$ cat src/rtl/b_io_l3_in_serialize_b_m_axi_pkg.sv
// Shared types for the m_axi serializer read path: per-burst CTRL record and tracker state encoding.
package b_io_l3_in_serialize_b_m_axi_pkg;

    typedef struct packed {
        logic       info;
        logic [7:0] len;
    } rtrack_ctrl_t;

    localparam logic RTRACK_IDLE = 1'b0;
    localparam logic RTRACK_BEAT = 1'b1;

    typedef enum logic {
        ST_IDLE = RTRACK_IDLE,
        ST_BEAT = RTRACK_BEAT
    } rtrack_state_t;

    function automatic logic is_last_beat(input logic [7:0] cnt);
        return (cnt == 8'd0);
    endfunction

endpackage

$ cat src/rtl/b_io_l3_in_serialize_b_m_axi_rtrack_fifo.sv
// Synchronous FIFO of CTRL records; exposes the head entry and the LEN of the entry behind it.
module b_io_l3_in_serialize_b_m_axi_rtrack_fifo
    import b_io_l3_in_serialize_b_m_axi_pkg::*;
#(
    parameter  int DEPTH = 16,
    localparam int AW    = $clog2(DEPTH),
    localparam int CW    = AW + 1
) (
    input  logic         clk,
    input  logic         reset,
    input  logic         clk_en,
    input  logic         push,
    input  rtrack_ctrl_t din,
    input  logic         pop,
    output rtrack_ctrl_t head,
    output logic [7:0]   next_len,
    output logic         full,
    output logic         empty,
    output logic [CW-1:0] count
);

    rtrack_ctrl_t  mem [DEPTH];
    logic [AW-1:0] wr_ptr_r;
    logic [AW-1:0] rd_ptr_r;
    logic [CW-1:0] count_r;
    logic          do_push_s;
    logic          do_pop_s;

    assign do_push_s = clk_en & push & ~full;
    assign do_pop_s  = clk_en & pop & ~empty;
    assign full      = (count_r == CW'(DEPTH));
    assign empty     = (count_r == CW'(0));
    assign count     = count_r;
    assign head      = mem[rd_ptr_r];
    assign next_len  = mem[rd_ptr_r + AW'(1)].len;

    // Storage array write port.
    always_ff @(posedge clk) begin
        if (do_push_s) begin
            mem[wr_ptr_r] <= din;
        end
    end

    // Pointers and occupancy.
    always_ff @(posedge clk) begin
        if (!reset) begin
            wr_ptr_r <= '0;
            rd_ptr_r <= '0;
            count_r  <= '0;
        end else begin
            if (do_push_s) begin
                wr_ptr_r <= wr_ptr_r + AW'(1);
            end
            if (do_pop_s) begin
                rd_ptr_r <= rd_ptr_r + AW'(1);
            end
            case ({do_push_s, do_pop_s})
                2'b10:   count_r <= count_r + CW'(1);
                2'b01:   count_r <= count_r - CW'(1);
                default: count_r <= count_r;
            endcase
        end
    end

endmodule

$ cat src/rtl/b_io_l3_in_serialize_b_m_axi_read_tracker.sv
// Read-path R-beat tracker: queues per-burst CTRL records and frames AXI R beats against them.
// Macro B_IO_L3_IN_SERIALIZE_B_RTRACK_LAST_CHECK_EN adds a sticky RLAST mismatch flag (out_LAST_ERR).
module b_io_l3_in_serialize_b_m_axi_read_tracker
    import b_io_l3_in_serialize_b_m_axi_pkg::*;
#(
    parameter  int DATA_WIDTH      = 32,
    parameter  int NUM_OUTSTANDING = 16,
    localparam int CW              = $clog2(NUM_OUTSTANDING) + 1
) (
    input  logic                  clk,
    input  logic                  reset,
    input  logic                  clk_en,
    input  logic                  in_CTRL_INFO,
    input  logic [7:0]            in_CTRL_LEN,
    input  logic                  in_CTRL_VALID,
    output logic                  out_CTRL_READY,
    input  logic [DATA_WIDTH-1:0] in_RDATA,
    input  logic                  in_RLAST,
    input  logic                  in_RVALID,
    output logic                  out_RREADY,
    output logic [DATA_WIDTH-1:0] out_DATA,
    output logic                  out_DATA_LAST,
    output logic                  out_DATA_VALID,
    input  logic                  in_DATA_READY,
    output logic                  out_REQ_DONE,
`ifdef B_IO_L3_IN_SERIALIZE_B_RTRACK_LAST_CHECK_EN
    output logic                  out_LAST_ERR,
`endif
    output logic [CW-1:0]         out_OST_CNT
);

    rtrack_state_t state_r;
    rtrack_state_t state_nxt_s;
    logic [7:0]    beat_cnt_r;
    logic [7:0]    cnt_nxt_s;
    rtrack_ctrl_t  ctrl_in_s;
    rtrack_ctrl_t  head_s;
    logic [7:0]    next_len_s;
    logic          fifo_full_s;
    logic          fifo_empty_s;
    logic [CW-1:0] fifo_count_s;
    logic          push_s;
    logic          pop_s;
    logic          r_hs_s;
    logic          last_beat_s;

    assign ctrl_in_s   = '{info: in_CTRL_INFO, len: in_CTRL_LEN};
    assign last_beat_s = is_last_beat(beat_cnt_r);

    // Ready outputs are combinational; both drop while reset is asserted.
    assign out_CTRL_READY = clk_en & reset & ~fifo_full_s;
    assign out_RREADY     = clk_en & reset & (state_r == ST_BEAT) & (~out_DATA_VALID | in_DATA_READY);

    assign push_s = in_CTRL_VALID & out_CTRL_READY;
    assign r_hs_s = in_RVALID & out_RREADY;
    assign pop_s  = r_hs_s & last_beat_s;
    assign out_OST_CNT = fifo_count_s;

    b_io_l3_in_serialize_b_m_axi_rtrack_fifo #(
        .DEPTH (NUM_OUTSTANDING)
    ) u_fifo (
        .clk      (clk),
        .reset    (reset),
        .clk_en   (clk_en),
        .push     (push_s),
        .din      (ctrl_in_s),
        .pop      (pop_s),
        .head     (head_s),
        .next_len (next_len_s),
        .full     (fifo_full_s),
        .empty    (fifo_empty_s),
        .count    (fifo_count_s)
    );

    // Tracker next-state and beat counter; a second queued burst reloads without a bubble.
    always_comb begin
        state_nxt_s = state_r;
        cnt_nxt_s   = beat_cnt_r;
        case (state_r)
            ST_IDLE: begin
                if (!fifo_empty_s) begin
                    state_nxt_s = ST_BEAT;
                    cnt_nxt_s   = head_s.len;
                end else begin
                    cnt_nxt_s   = 8'd0;
                end
            end
            ST_BEAT: begin
                if (r_hs_s) begin
                    if (last_beat_s) begin
                        if (fifo_count_s > CW'(1)) begin
                            cnt_nxt_s   = next_len_s;
                        end else begin
                            state_nxt_s = ST_IDLE;
                            cnt_nxt_s   = 8'd0;
                        end
                    end else begin
                        cnt_nxt_s = beat_cnt_r - 8'd1;
                    end
                end else begin
                    cnt_nxt_s = beat_cnt_r;
                end
            end
            default: begin
                state_nxt_s = ST_IDLE;
                cnt_nxt_s   = 8'd0;
            end
        endcase
    end

    // Tracker state register.
    always_ff @(posedge clk) begin
        if (!reset) begin
            state_r    <= ST_IDLE;
            beat_cnt_r <= 8'd0;
        end else if (clk_en) begin
            state_r    <= state_nxt_s;
            beat_cnt_r <= cnt_nxt_s;
        end
    end

    // User-side output register; holds while the user stalls.
    always_ff @(posedge clk) begin
        if (!reset) begin
            out_DATA       <= '0;
            out_DATA_LAST  <= 1'b0;
            out_DATA_VALID <= 1'b0;
            out_REQ_DONE   <= 1'b0;
        end else if (clk_en) begin
            out_REQ_DONE <= out_DATA_VALID & out_DATA_LAST & in_DATA_READY;
            if (r_hs_s) begin
                out_DATA       <= in_RDATA;
                out_DATA_LAST  <= head_s.info & last_beat_s;
                out_DATA_VALID <= 1'b1;
            end else if (in_DATA_READY) begin
                out_DATA_VALID <= 1'b0;
            end
        end
    end

`ifdef B_IO_L3_IN_SERIALIZE_B_RTRACK_LAST_CHECK_EN
    // Sticky flag: RLAST disagreed with the beat count on some handshake.
    always_ff @(posedge clk) begin
        if (!reset) begin
            out_LAST_ERR <= 1'b0;
        end else if (clk_en && r_hs_s && (in_RLAST != last_beat_s)) begin
            out_LAST_ERR <= 1'b1;
        end
    end
`else
    logic unused_rlast_s;
    assign unused_rlast_s = in_RLAST;
`endif

endmodule

$ cat config.mk
export PLATFORM = sky130hd
export DESIGN_NAME = b_io_l3_in_serialize_b_m_axi_read_tracker
export DESIGN_NICKNAME = d
export VERILOG_FILES = /design/src/rtl/b_io_l3_in_serialize_b_m_axi_pkg.sv /design/src/rtl/b_io_l3_in_serialize_b_m_axi_rtrack_fifo.sv /design/src/rtl/b_io_l3_in_serialize_b_m_axi_read_tracker.sv
export SDC_FILE = /design/constraint.sdc
export NUM_CORES = 1
export LEC_CHECK = 0
export BUFFER_PORTS_ARGS = -buffer_cell sky130_fd_sc_hd__clkbuf_2
export CORE_MARGIN = 1.5
export CORE_UTILIZATION = 56
export CTS_CLUSTER_SIZE = 40
export DETAILED_ROUTE_END_ITERATION = 16
export HOLD_SLACK_MARGIN = 0.15
export PLACE_DENSITY = 0.82
export SYNTH_ARGS = -nofsm -noshare
export SYNTH_HDL_FRONTEND = slang
export SYNTH_SLANG_ARGS = --single-unit
$ cat constraint.sdc
create_clock -name clk -period 3.1 [get_ports clk]
set_input_delay 0.62 -clock clk [delete_from_list [all_inputs] [get_ports clk]]
set_output_delay 0.62 -clock clk [all_outputs]
set_load 0.005 [all_outputs]
Word level (Yosys, flattened, before mapping):

Memory sizes are Yosys's and may differ from the RTL's. A register that Yosys moved wholly into a read port is not among the register bits.
Index checks and enable logic that the tools add are counted.

* flip-flop bits (word level): 57
* RAM bits: 144
* memories: 1

* $add $sub $neg: 5
* order comparisons: 1
* equal/unequal tests: 4
* muxes and demuxes: 17
* bitwise gates (word level): 19
* reductions and logical operators: 7

Memories
* u_fifo.mem: words 16, width 9, rd ports 2, clocked after Yosys merged registers in 1, wr ports 1, RTL line b_io_l3_in_serialize_b_m_axi_rtrack_fifo.sv:22 `rtrack_ctrl_t mem [DEPTH];`

Operators by type and width (count)
* 2-to-1 mux 8 bit: 4
* case mux 8 bit (2 select lines): 1
* AND 1 bit: 14
* case mux 5 bit (2 select lines): 1
* adder 4 x 1 -> 4 bit (second input constant): 2
* zero test 8 bit: 1
* 2-to-1 mux 1 bit: 8
* 2-to-1 mux 4 bit: 2
* subtractor 8 x 1 -> 8 bit (second input constant): 1
* AND reduction 2 bit: 3
* adder 5 x 1 -> 5 bit (second input constant): 1
* == test 5 bit (second input constant): 1
* > comparator 5 x 1 -> 1 bit (second input constant): 1
* zero test 5 bit: 1
* subtractor 5 x 1 -> 5 bit (second input constant): 1
* NOT 1 bit: 4
* nonzero test 2 bit: 2
* == test 2 x 1 -> 1 bit (second input constant): 1
* == test 2 bit (second input constant): 1
* != test 2 x 1 -> 1 bit (second input constant): 1
* case mux 1 bit (2 select lines): 1
* OR 1 bit: 1

Longest topological paths before layout:

Gate-level depths: netlist of run 1.

* word-level depth: 9
* depth in mapped cells: 12
* depth with buffers taken out: 11

Hierarchy:

A second synthesis of run 1 with hierarchy kept.

* cell total of the unflattened synthesis: 630
* area total of the unflattened synthesis: 9584.2 um^2

Modules (own cells, without submodules)
* b_io_l3_in_serialize_b_m_axi_rtrack_fifo: times used 1, cells an instance 369, area each 7531.0 um^2
* b_io_l3_in_serialize_b_m_axi_read_tracker: times used 1, cells an instance 261, area each 2053.2 um^2

Worst setup path before layout of run 1:

OpenSTA, ideal clock, no wires.

* kind: input -> register
* start: input port reset
* end: memory u_fifo.mem[2][0] (netlist name) (enable)
* arrival: 2465 ps
* data required time: 2701 ps
* slack: 236 ps
* stages: 7
* buffers on the path: 2
* cell sequence: buf_2 > nand2_1 > a31oi_1 > and2_1 > clkbuf_1 > inv_1 > nor4_1

* cells in the longest elaborated chain, start to end: 7

RTL lines
* start: declaration: RTL line b_io_l3_in_serialize_b_m_axi_read_tracker.sv:11 `input logic reset,`
* AND 1 bit (2 in series): RTL line b_io_l3_in_serialize_b_m_axi_read_tracker.sv:51 `assign out_CTRL_READY = clk_en & reset & ~fifo_full_s;`
* via out_CTRL_READY: RTL line b_io_l3_in_serialize_b_m_axi_read_tracker.sv:16 `output logic out_CTRL_READY,`
* AND 1 bit: RTL line b_io_l3_in_serialize_b_m_axi_read_tracker.sv:54 `assign push_s = in_CTRL_VALID & out_CTRL_READY;`
* AND 1 bit (2 in series): RTL line b_io_l3_in_serialize_b_m_axi_rtrack_fifo.sv:29 `assign do_push_s = clk_en & push & ~full;`
* 2-to-1 mux 1 bit: RTL line b_io_l3_in_serialize_b_m_axi_rtrack_fifo.sv:39 `if (do_push_s) begin`
* 2-to-1 mux 1 bit (implied by the code): RTL line b_io_l3_in_serialize_b_m_axi_rtrack_fifo.sv:40 `mem[wr_ptr_r] <= din;`
* end: declaration: RTL line b_io_l3_in_serialize_b_m_axi_rtrack_fifo.sv:22

The timed path passes the listed nets, and every way through them passes these cells.

Final worst setup path of run 1:

* start: register beat_cnt_r[5]
* end: register u_fifo.count_r[3], in the netlist u_fifo.count[3]

* cells in the longest elaborated chain, start to end: 6
* elaborated cells on any way between the ends: 8
* those cells by class: eq/ne (2); mux (1); bitwise (3); reduce/logical (2)

RTL lines
* start: declaration: RTL line b_io_l3_in_serialize_b_m_axi_read_tracker.sv:34 `logic [7:0] beat_cnt_r;`
* start signal: assignment: RTL line b_io_l3_in_serialize_b_m_axi_read_tracker.sv:118 `beat_cnt_r <= cnt_nxt_s;`
* zero test 8 bit *: RTL line b_io_l3_in_serialize_b_m_axi_pkg.sv:18 `return (cnt == 8'd0);`
* AND 1 bit *: RTL line b_io_l3_in_serialize_b_m_axi_read_tracker.sv:56 `assign pop_s = r_hs_s & last_beat_s;`
* AND 1 bit * (2 in series): RTL line b_io_l3_in_serialize_b_m_axi_rtrack_fifo.sv:30 `assign do_pop_s = clk_en & pop & ~empty;`
* == test 2 x 1 -> 1 bit or == test 2 bit (tied branches): RTL line b_io_l3_in_serialize_b_m_axi_rtrack_fifo.sv:57 `case ({do_push_s, do_pop_s})`
* case mux 5 bit (2 select lines) or nonzero test 2 bit (tied branches)
* end signal: assignment: RTL line b_io_l3_in_serialize_b_m_axi_rtrack_fifo.sv:58 `2'b10: count_r <= count_r + CW'(1);`
* end signal: assignment: RTL line b_io_l3_in_serialize_b_m_axi_rtrack_fifo.sv:59 `2'b01: count_r <= count_r - CW'(1);`
* end signal: assignment: RTL line b_io_l3_in_serialize_b_m_axi_rtrack_fifo.sv:60 `default: count_r <= count_r;`
* end: declaration: RTL line b_io_l3_in_serialize_b_m_axi_rtrack_fifo.sv:25 `logic [CW-1:0] count_r;`

Mark *: on every way between the ends. The rest lies on a longest branch, timed or not.
A chain may end at the register's enable or synchronous reset.

==> metrics.md, run 1 <==
| Metric | Value |
|---|---|
| Status | `finished, final reports clean` |
| Core area | `16500 um^2` |
| Slew margin rel. | `51.8%` |
| RSZ-0062 raised after global routing | `false` |
| LEAKAGE | `3.71 nW` |
| Global Route Usage Sum | `26.2%` |
| Worst Hold Class | `input pin to flip-flop` |
| P per Cell Area | `528 nW/um^2` |
| DRC violations left | `0` |
| FF-to-FF End | `u_fifo.count[3]` |
| Async SR Flop Fraction | `0%` |
| Seq/Total Area, Yosys | `58.9%` |
| Die Ht | `133 um` |
| Ys flop type | `edfxtp_1` |
| Top Metal Used | `met4` |
| Worst Setup EP | `u_fifo.count[3]` |
| Largest net degree at the start of global routing | `38` |
| 1st-iter DRT viols | `653` |
| Post-layout min period | `2740 ps` |
| Startpoint Class | `flip-flop` |
| Nets | `802` |
| Vias in the first global route | `6167` |
| Detailed Place HPWL | `14800 um` |
| Met1 Wirelength | `8430 um` |
| Reg area | `5550 um^2` |
| Commonest cells after routing, fill and taps aside | `edfxtp_1, clkbuf_2, nand2_1, mux4_2, dfxtp_1` |
| WL met2 | `11300 um` |
| Mapped Area | `9420 um^2` |
| Setup bufs post-CTS | `0` |
| Largest cells by area after synthesis | `edfxtp_1, mux4_2, dfxtp_1` |
| First-pass GRT wire length | `34700 um` |
| Number of synthesized flops with an enable pin | `144` |
| IO Count | `90` |
| Die area | `17600 um^2` |
| Pre-antenna DRT Iters | `5` |
| Area occupied by multi-input gates | `3610 um^2` |
| Max cap viols | `0` |
| Root Buffer | `clkbuf_16` |
| CTS Buffer Depth | `3` |
| Ant diodes | `0` |
| Period utilisation layout | `88.3%` |
| Initial antenna violation count | `0` |
| Synth Register Bits | `205` |
| VDD IR-drop max | `0.436 mV` |
| Share of the synthesized area in the top cell type | `45.9%` |
| WP depth | `8` |
| R2R Path Start | `beat_cnt_r[5]` |
| Commonest non-fill, non-tap cell in the layout | `edfxtp_1` |
| Req. time, crit path | `3520 ps` |
| Horiz. Die Dim | `133 um` |
| # rows | `47` |
| Worst Skew | `9.52 ps` |
| Crit path arrival time | `3160 ps` |
| Htree depth | `1` |
| RD Place Congestion | `0.910` |
| Layout cells sized above 1 | `31.2%` |
| Final ANT Viol Nets | `0` |
| Final setup margin | `363 ps` |
| # clock sinks | `205` |
| Initial Utilization | `57.0%` |
| Total number of vias | `6113` |
| Vias per cell | `6.24` |
| Fin. max-slew vios | `0` |
| Synth cell types | `44` |
| Met3 routed WL | `2050 um` |
| Highest Clock Rate | `0.365 GHz` |
| Mean routed wirelength per cell | `22.9 um` |
| GR Overflow Total | `0` |
| Final hold vios | `0` |
| Filler Cells Inserted | `1117` |
| Crit path max-delay family | `simple AND/OR/NAND/NOR gates` |
| Worst Reg-to-Reg Cells | `8` |
| Post-Syn Nets | `698` |
| Clk_lat worst skew | `500 ps` |
| Total CTS buffers | `22` |
| CTS Hold Bufs | `0` |
| Syn Area/Cell | `14.7 um^2` |
| Setup crit end kind | `flip-flop` |
| Final Setup Violations | `0` |
| Cells after Synth | `639` |
| Area Overhead vs Synth | `16.2%` |
| Peak fanout along the critical path | `5` |
| Slowest cell on crit path | `nor4_1` |
| Total wire length | `22400 um` |
| Slowest Stage Delay on Critical Path | `470 ps` |
| Worst R2R Setup Slack | `360 ps` |
| Clk slew on worst S/H paths | `60 ps` |
| CP Buf/Inv Count | `0` |
| Setup TNS | `0 ps` |
| Pre-CTS setup slack | `284 ps` |
| WS Path Type | `flip-flop to flip-flop` |
| Port Buf Inserts | `88` |
| Crit path cell chain | `nor4_1, nand3_1, nor3_2, ha_1, nor4b_1, a31oi_1, or3_1, a21boi_0` |
| Critical path origin | `beat_cnt_r[5]` |
| Worst Tran Pin Value | `723 ps` |
| CTS tree | `done` |
| CTS resizes | `0` |
| Yosys warns | `0` |
| Biggest area consumer among synthesized cells | `edfxtp_1` |
[cell families after synthesis]
kind of cell	count (synthesis)	synth area share [%]
AO/OA/AOI/OAI	83	5.99
XOR/XNOR	13	1.21
adder cells (fa/ha/maj)	11	1.46
buffers and inverters	56	3.08
flip-flops	205	58.9
multiplexers	91	20.3
AND/OR/NAND/NOR	180	9.04
[routing by layer]
layer | global-route usage [%] | vias to the layer above
met1 | 33.3 | 3043
met5 | 0 | -
met4 | 8.85 | 0
met3 | 5.94 | 52
met2 | 44.7 | 339
li1 | - | 2679
[cell usage after synthesis, drive strengths merged (2+ instances only)]
cell	count
nand2	87
nor4b	2
inv	13
and2	17
nor3b	2
nand4	3
mux4	77
mux2	2
nand2b	3
o31ai	2
xor2	5
buf	18
dfxtp	61
a222oi	2
a211oi	5
o211ai	3
a21boi	37
and3	5
xnor2	8
a21oi	12
mux2i	12
nor4	9
clkbuf	25
ha	11
or3	2
a31oi	5
edfxtp	144
nor3	12
o21ai	12
nand3	10
nor2b	11
nor2	17
[report_power, final]
group	leakage, nW	internal (W)	switching [W]
registers	1.79	0.00294	0.0000160
clock network	0.349	0.00156	0.00106
logic	1.58	0.0000815	0.000122
[through the flow]
stage          power (W)  hold WS, ps  cells  area, um^2  utilization, %
2_1_floorplan    0.00313          460    639        9420               -
3_3_place_gp     0.00320          449    939       10200            61.7
3_5_place_dp     0.00321          458    939       10200            61.7
4_1_cts          0.00582          343    979       10900            66.2
5_1_grt          0.00595          361    979       10900            66.2
6_report         0.00578          355    979       10900            66.2
[state kept, by name, summed over array words and instances, names as in the netlist, named ones only]
name	cells
state_r	1
u_fifo.mem	144
out_REQ_DONE	1
u_fifo.wr_ptr_r	4
u_fifo.rd_ptr_r	4
out_DATA_VALID	1
u_fifo.count	5
out_DATA_LAST	1
out_DATA	32
beat_cnt_r	8
[tightest hold or removal path, delay by kind of cell]
| family | cells | cell delay, ps |
|---|---|---|
| AOI/OAI and AO/OA | 1 | 60 |
| buffers and inverters | 1 | 80 |
| and+or+nand+nor | 1 | 40 |
[worst min-delay path by stage]
stage                       from            to  cells past startpoint
floorplan            out_DATA[0]   out_DATA[0]                      2
global placement    out_DATA[18]  out_DATA[18]                      2
finish              in_RDATA[13]  out_DATA[13]                      3
CTS                 in_RDATA[13]  out_DATA[13]                      3
global route         in_RDATA[0]   out_DATA[0]                      3
detailed placement  out_DATA[24]  out_DATA[24]                      2
[cell type report]
| cell class | instances | area share (%) |
|---|---|---|
| clock inverter | 15 | 1.37 |
| sequential | 205 | 50.7 |
| multi-input combinational | 378 | 33.0 |
| clock buffer | 25 | 5.42 |
| tap | 220 | 2.52 |
| inverter | 13 | 0.446 |
| timing repair buffer | 123 | 6.54 |
Power figures use the tool's default switching activity.
==> run 2: changes to the inputs <==
- CELL_PAD_IN_SITES_DETAIL_PLACEMENT: not set -> 1
- CELL_PAD_IN_SITES_GLOBAL_PLACEMENT: not set -> 1
- CORE_UTILIZATION: 56 -> 50
- PLACE_DENSITY: 0.82 -> 0.86
- SETUP_SLACK_MARGIN: not set -> 0.1
- clock period: 3.1 -> 2.8 ns (I/O delays scaled with it)
==> run 2 against run 1 <==
Total power rose by 12%; non-clock buffer count up 3; via count fell by 0.33%; wire length grew 11%; combinational power grew 15%; register-to-register slack got worse by 20 ps; worst hold slack worse by 71 ps; worst setup slack worse by 19 ps; critical path type unchanged; largest cell class unchanged; highest routed layer unchanged.
==> metrics.md, run 2 (synthesis gave the netlist of run 1 again) <==
| Metric | Value |
|---|---|
| Final Core Density | `59.2% (-7.0 points)` |
| Biggest regs | `u_fifo.mem x144, out_DATA x32, beat_cnt_r x8` |
| Max cap viols | `0 (unchanged)` |
| Layout cells sized above 1 | `31.5% (+0.27 points)` |
| CTS tree | `done` |
| Ant diodes | `0 (unchanged)` |
| Total CTS buffers | `23 (+4.5%)` |
| Total number of vias | `6093 (-0.33%)` |
| Nets | `806 (+0.50%)` |
| Req. time, crit path | `3190 ps (-330 ps)` |
| GR Util met1 | `32.2% (-1.1 points)` |
| Hold wc startpoint | `in_RDATA[27]` |
| WS Path Type | `flip-flop to flip-flop` |
| Critical path origin | `u_fifo.rd_ptr_r[1]` |
| Worst Tran Pin Value | `826 ps (+104 ps)` |
| Setup bufs post-CTS | `0 (unchanged)` |
| Worst Reg-to-Reg Cells | `7 (-1)` |
| Initial antenna violation count | `0 (unchanged)` |
| Htree depth | `1 (unchanged)` |
| Die area | `19700 um^2 (+12%)` |
| Status | `finished, final reports clean` |
| DRC violations left | `0 (unchanged)` |
| RSZ-0062 raised after global routing | `true` |
| Port Buf Inserts | `88 (unchanged)` |
| Area Overhead vs Synth | `16.8%` |
| Total wire length | `24800 um (+11%)` |
| Worst R2R Setup Slack | `340 ps (-20 ps)` |
| Commonest non-fill, non-tap cell in the layout | `edfxtp_1` |
| Finished Layout Cells | `996 (+1.7%)` |
| Final Power | `0.00646 W (+12%)` |
| GR Overflow Total | `0 (unchanged)` |
| # clock sinks | `205 (unchanged)` |
| Final hold vios | `0 (unchanged)` |
| Period utilisation layout | `87.7% (-0.58 points)` |
| P per Cell Area | `587 nW/um^2 (+11%)` |
| Commonest cells after routing, fill and taps aside | `edfxtp_1, clkbuf_2, nand2_1, mux4_2, dfxtp_1` |
| Detailed Place HPWL | `16600 um (+12%)` |
| Dpl cell area | `10200 um^2 (+0.39%)` |
| Fin. max-slew vios | `0 (unchanged)` |
| Die Ht | `140 um (+5.7%)` |
| Global routing usage on met3 | `4.41% (-1.5 points)` |
| Root Buffer | `clkbuf_16` |
| Filler Cells Inserted | `1782 (+60%)` |
| Vias in the first global route | `6600 (+7.0%)` |
| Met2 usage | `46.1% (+1.4 points)` |
| Setup crit end kind | `flip-flop` |
| Global Route Usage Sum | `26.0% (-0.18 points)` |
| Highest Clock Rate | `0.407 GHz (+11%)` |
| Peak fanout along the critical path | `14 (+9)` |
| Max reg flops | `144 (unchanged)` |
| Horiz. Die Dim | `140 um (+5.7%)` |
| Hold endpoint | `out_DATA[27]` |
| Core area | `18600 um^2 (+12%)` |
| Final Setup Violations | `0 (unchanged)` |
| Startpoint Class | `flip-flop` |
| Crit path arrival time | `2840 ps (-320 ps)` |
| # rows | `50 (+6.4%)` |
| Worst hold stages | `3 (unchanged)` |
| Worst Skew | `20.8 ps (+11.3 ps)` |
| Pre-antenna DRT Iters | `5 (unchanged)` |
| Initial Utilization | `50.7% (-6.3 points)` |
| Final ANT Viol Nets | `0 (unchanged)` |
| Clk slew on worst S/H paths | `60 ps (about the same)` |
| RD Place Congestion | `0.826 (-9.2%)` |
| Worst hold margin | `284 ps (-70.9 ps)` |
| IO Count | `90 (unchanged)` |
| Largest net degree at the start of global routing | `40 (+5.3%)` |
| Post-layout min period | `2460 ps (-281 ps)` |
| Mean routed wirelength per cell | `24.9 um (+8.8%)` |
| Gr busiest metal | `met2` |
| Clk_lat worst skew | `520 ps (+20 ps)` |
| Slew margin rel. | `44.8% (-7.0 points)` |
| R2R Path Start | `u_fifo.rd_ptr_r[1]` |
| Vias per cell | `6.12 (-2.0%)` |
| FF-to-FF End | `beat_cnt_r[5]` |
| First-pass GRT wire length | `38400 um (+11%)` |
| VDD IR-drop max | `0.539 mV (+23%)` |
| 1st-iter DRT viols | `339 (-48%)` |
| LEAKAGE | `3.75 nW (+0.86%)` |
| Worst Hold Class | `input pin to flip-flop` |
| Design area | `11000 um^2 (+0.54%)` |
| CTS Buffer Depth | `3 (unchanged)` |
| Placed cell count | `956 (+1.8%)` |
| Most flops, register | `u_fifo.mem` |
run 2: final cells by class:
class,instances,area [um^2],share of cell area (%)
clock buffers,31,639,5.81
clock inverters,9,98.8,0.899
inverters,13,48.8,0.444
multi-input cells,378,3630,33.0
flip-flops and latches,205,5550,50.4
well taps,234,293,2.66
repair buffers,126,738,6.71
run 2: per-stage QoR:
| step | TNS (ps) | setup WS, ps |
|---|---|---|
| 2_1_floorplan | -152 | -4.28 |
| 3_3_place_gp | 0 | 222 |
| 3_5_place_dp | 0 | 64.2 |
| 4_1_cts | 0 | 200 |
| 5_1_grt | 0 | 56.8 |
| 6_report | 0 | 344 |
run 2: layer usage:
layer	wire [um]	part of all wire, %	vias up
met1	9660	39	3077
met4	830	3.3	0
met5	0	0	-
met3	1880	7.6	61
met2	12400	50	273
li1	-	-	2682
run 2: report_power, final:
part | leakage, nW | switching (W) | total (W) | internal (W)
combinational | 1.60 | 0.000141 | 0.000233 | 0.0000928
sequential | 1.79 | 0.0000172 | 0.00327 | 0.00326
clock | 0.362 | 0.00117 | 0.00295 | 0.00178
run 2: critical path, stage by stage (launching register included):
cell      delay (ps)
dfxtp_1          350
ha_4             490
buf_4            210
mux4_2           510
a211oi_1         330
a21oi_1           80
a22oi_1          240
o22ai_1          120
run 2: what timing repair did:
action                     in CTS  in global routing
gates resized for setup         1                  3
gates cloned                    0                  0
setup endpoints to repair       3                  3
hold buffers                    0                  0
run 2: worst max-delay path by stage:
| stage | end | slack, ps | cells past startpoint |
|---|---|---|---|
| finish | beat_cnt_r[5] | 340 | 7 |
| global route | u_fifo.count[3] | 60 | 8 |
| CTS | u_fifo.count[3] | 200 | 10 |
| detailed placement | beat_cnt_r[5] | 60 | 7 |
| global placement | beat_cnt_r[7] | 220 | 7 |
| floorplan | u_fifo.mem[2][0] | -4 | 7 |
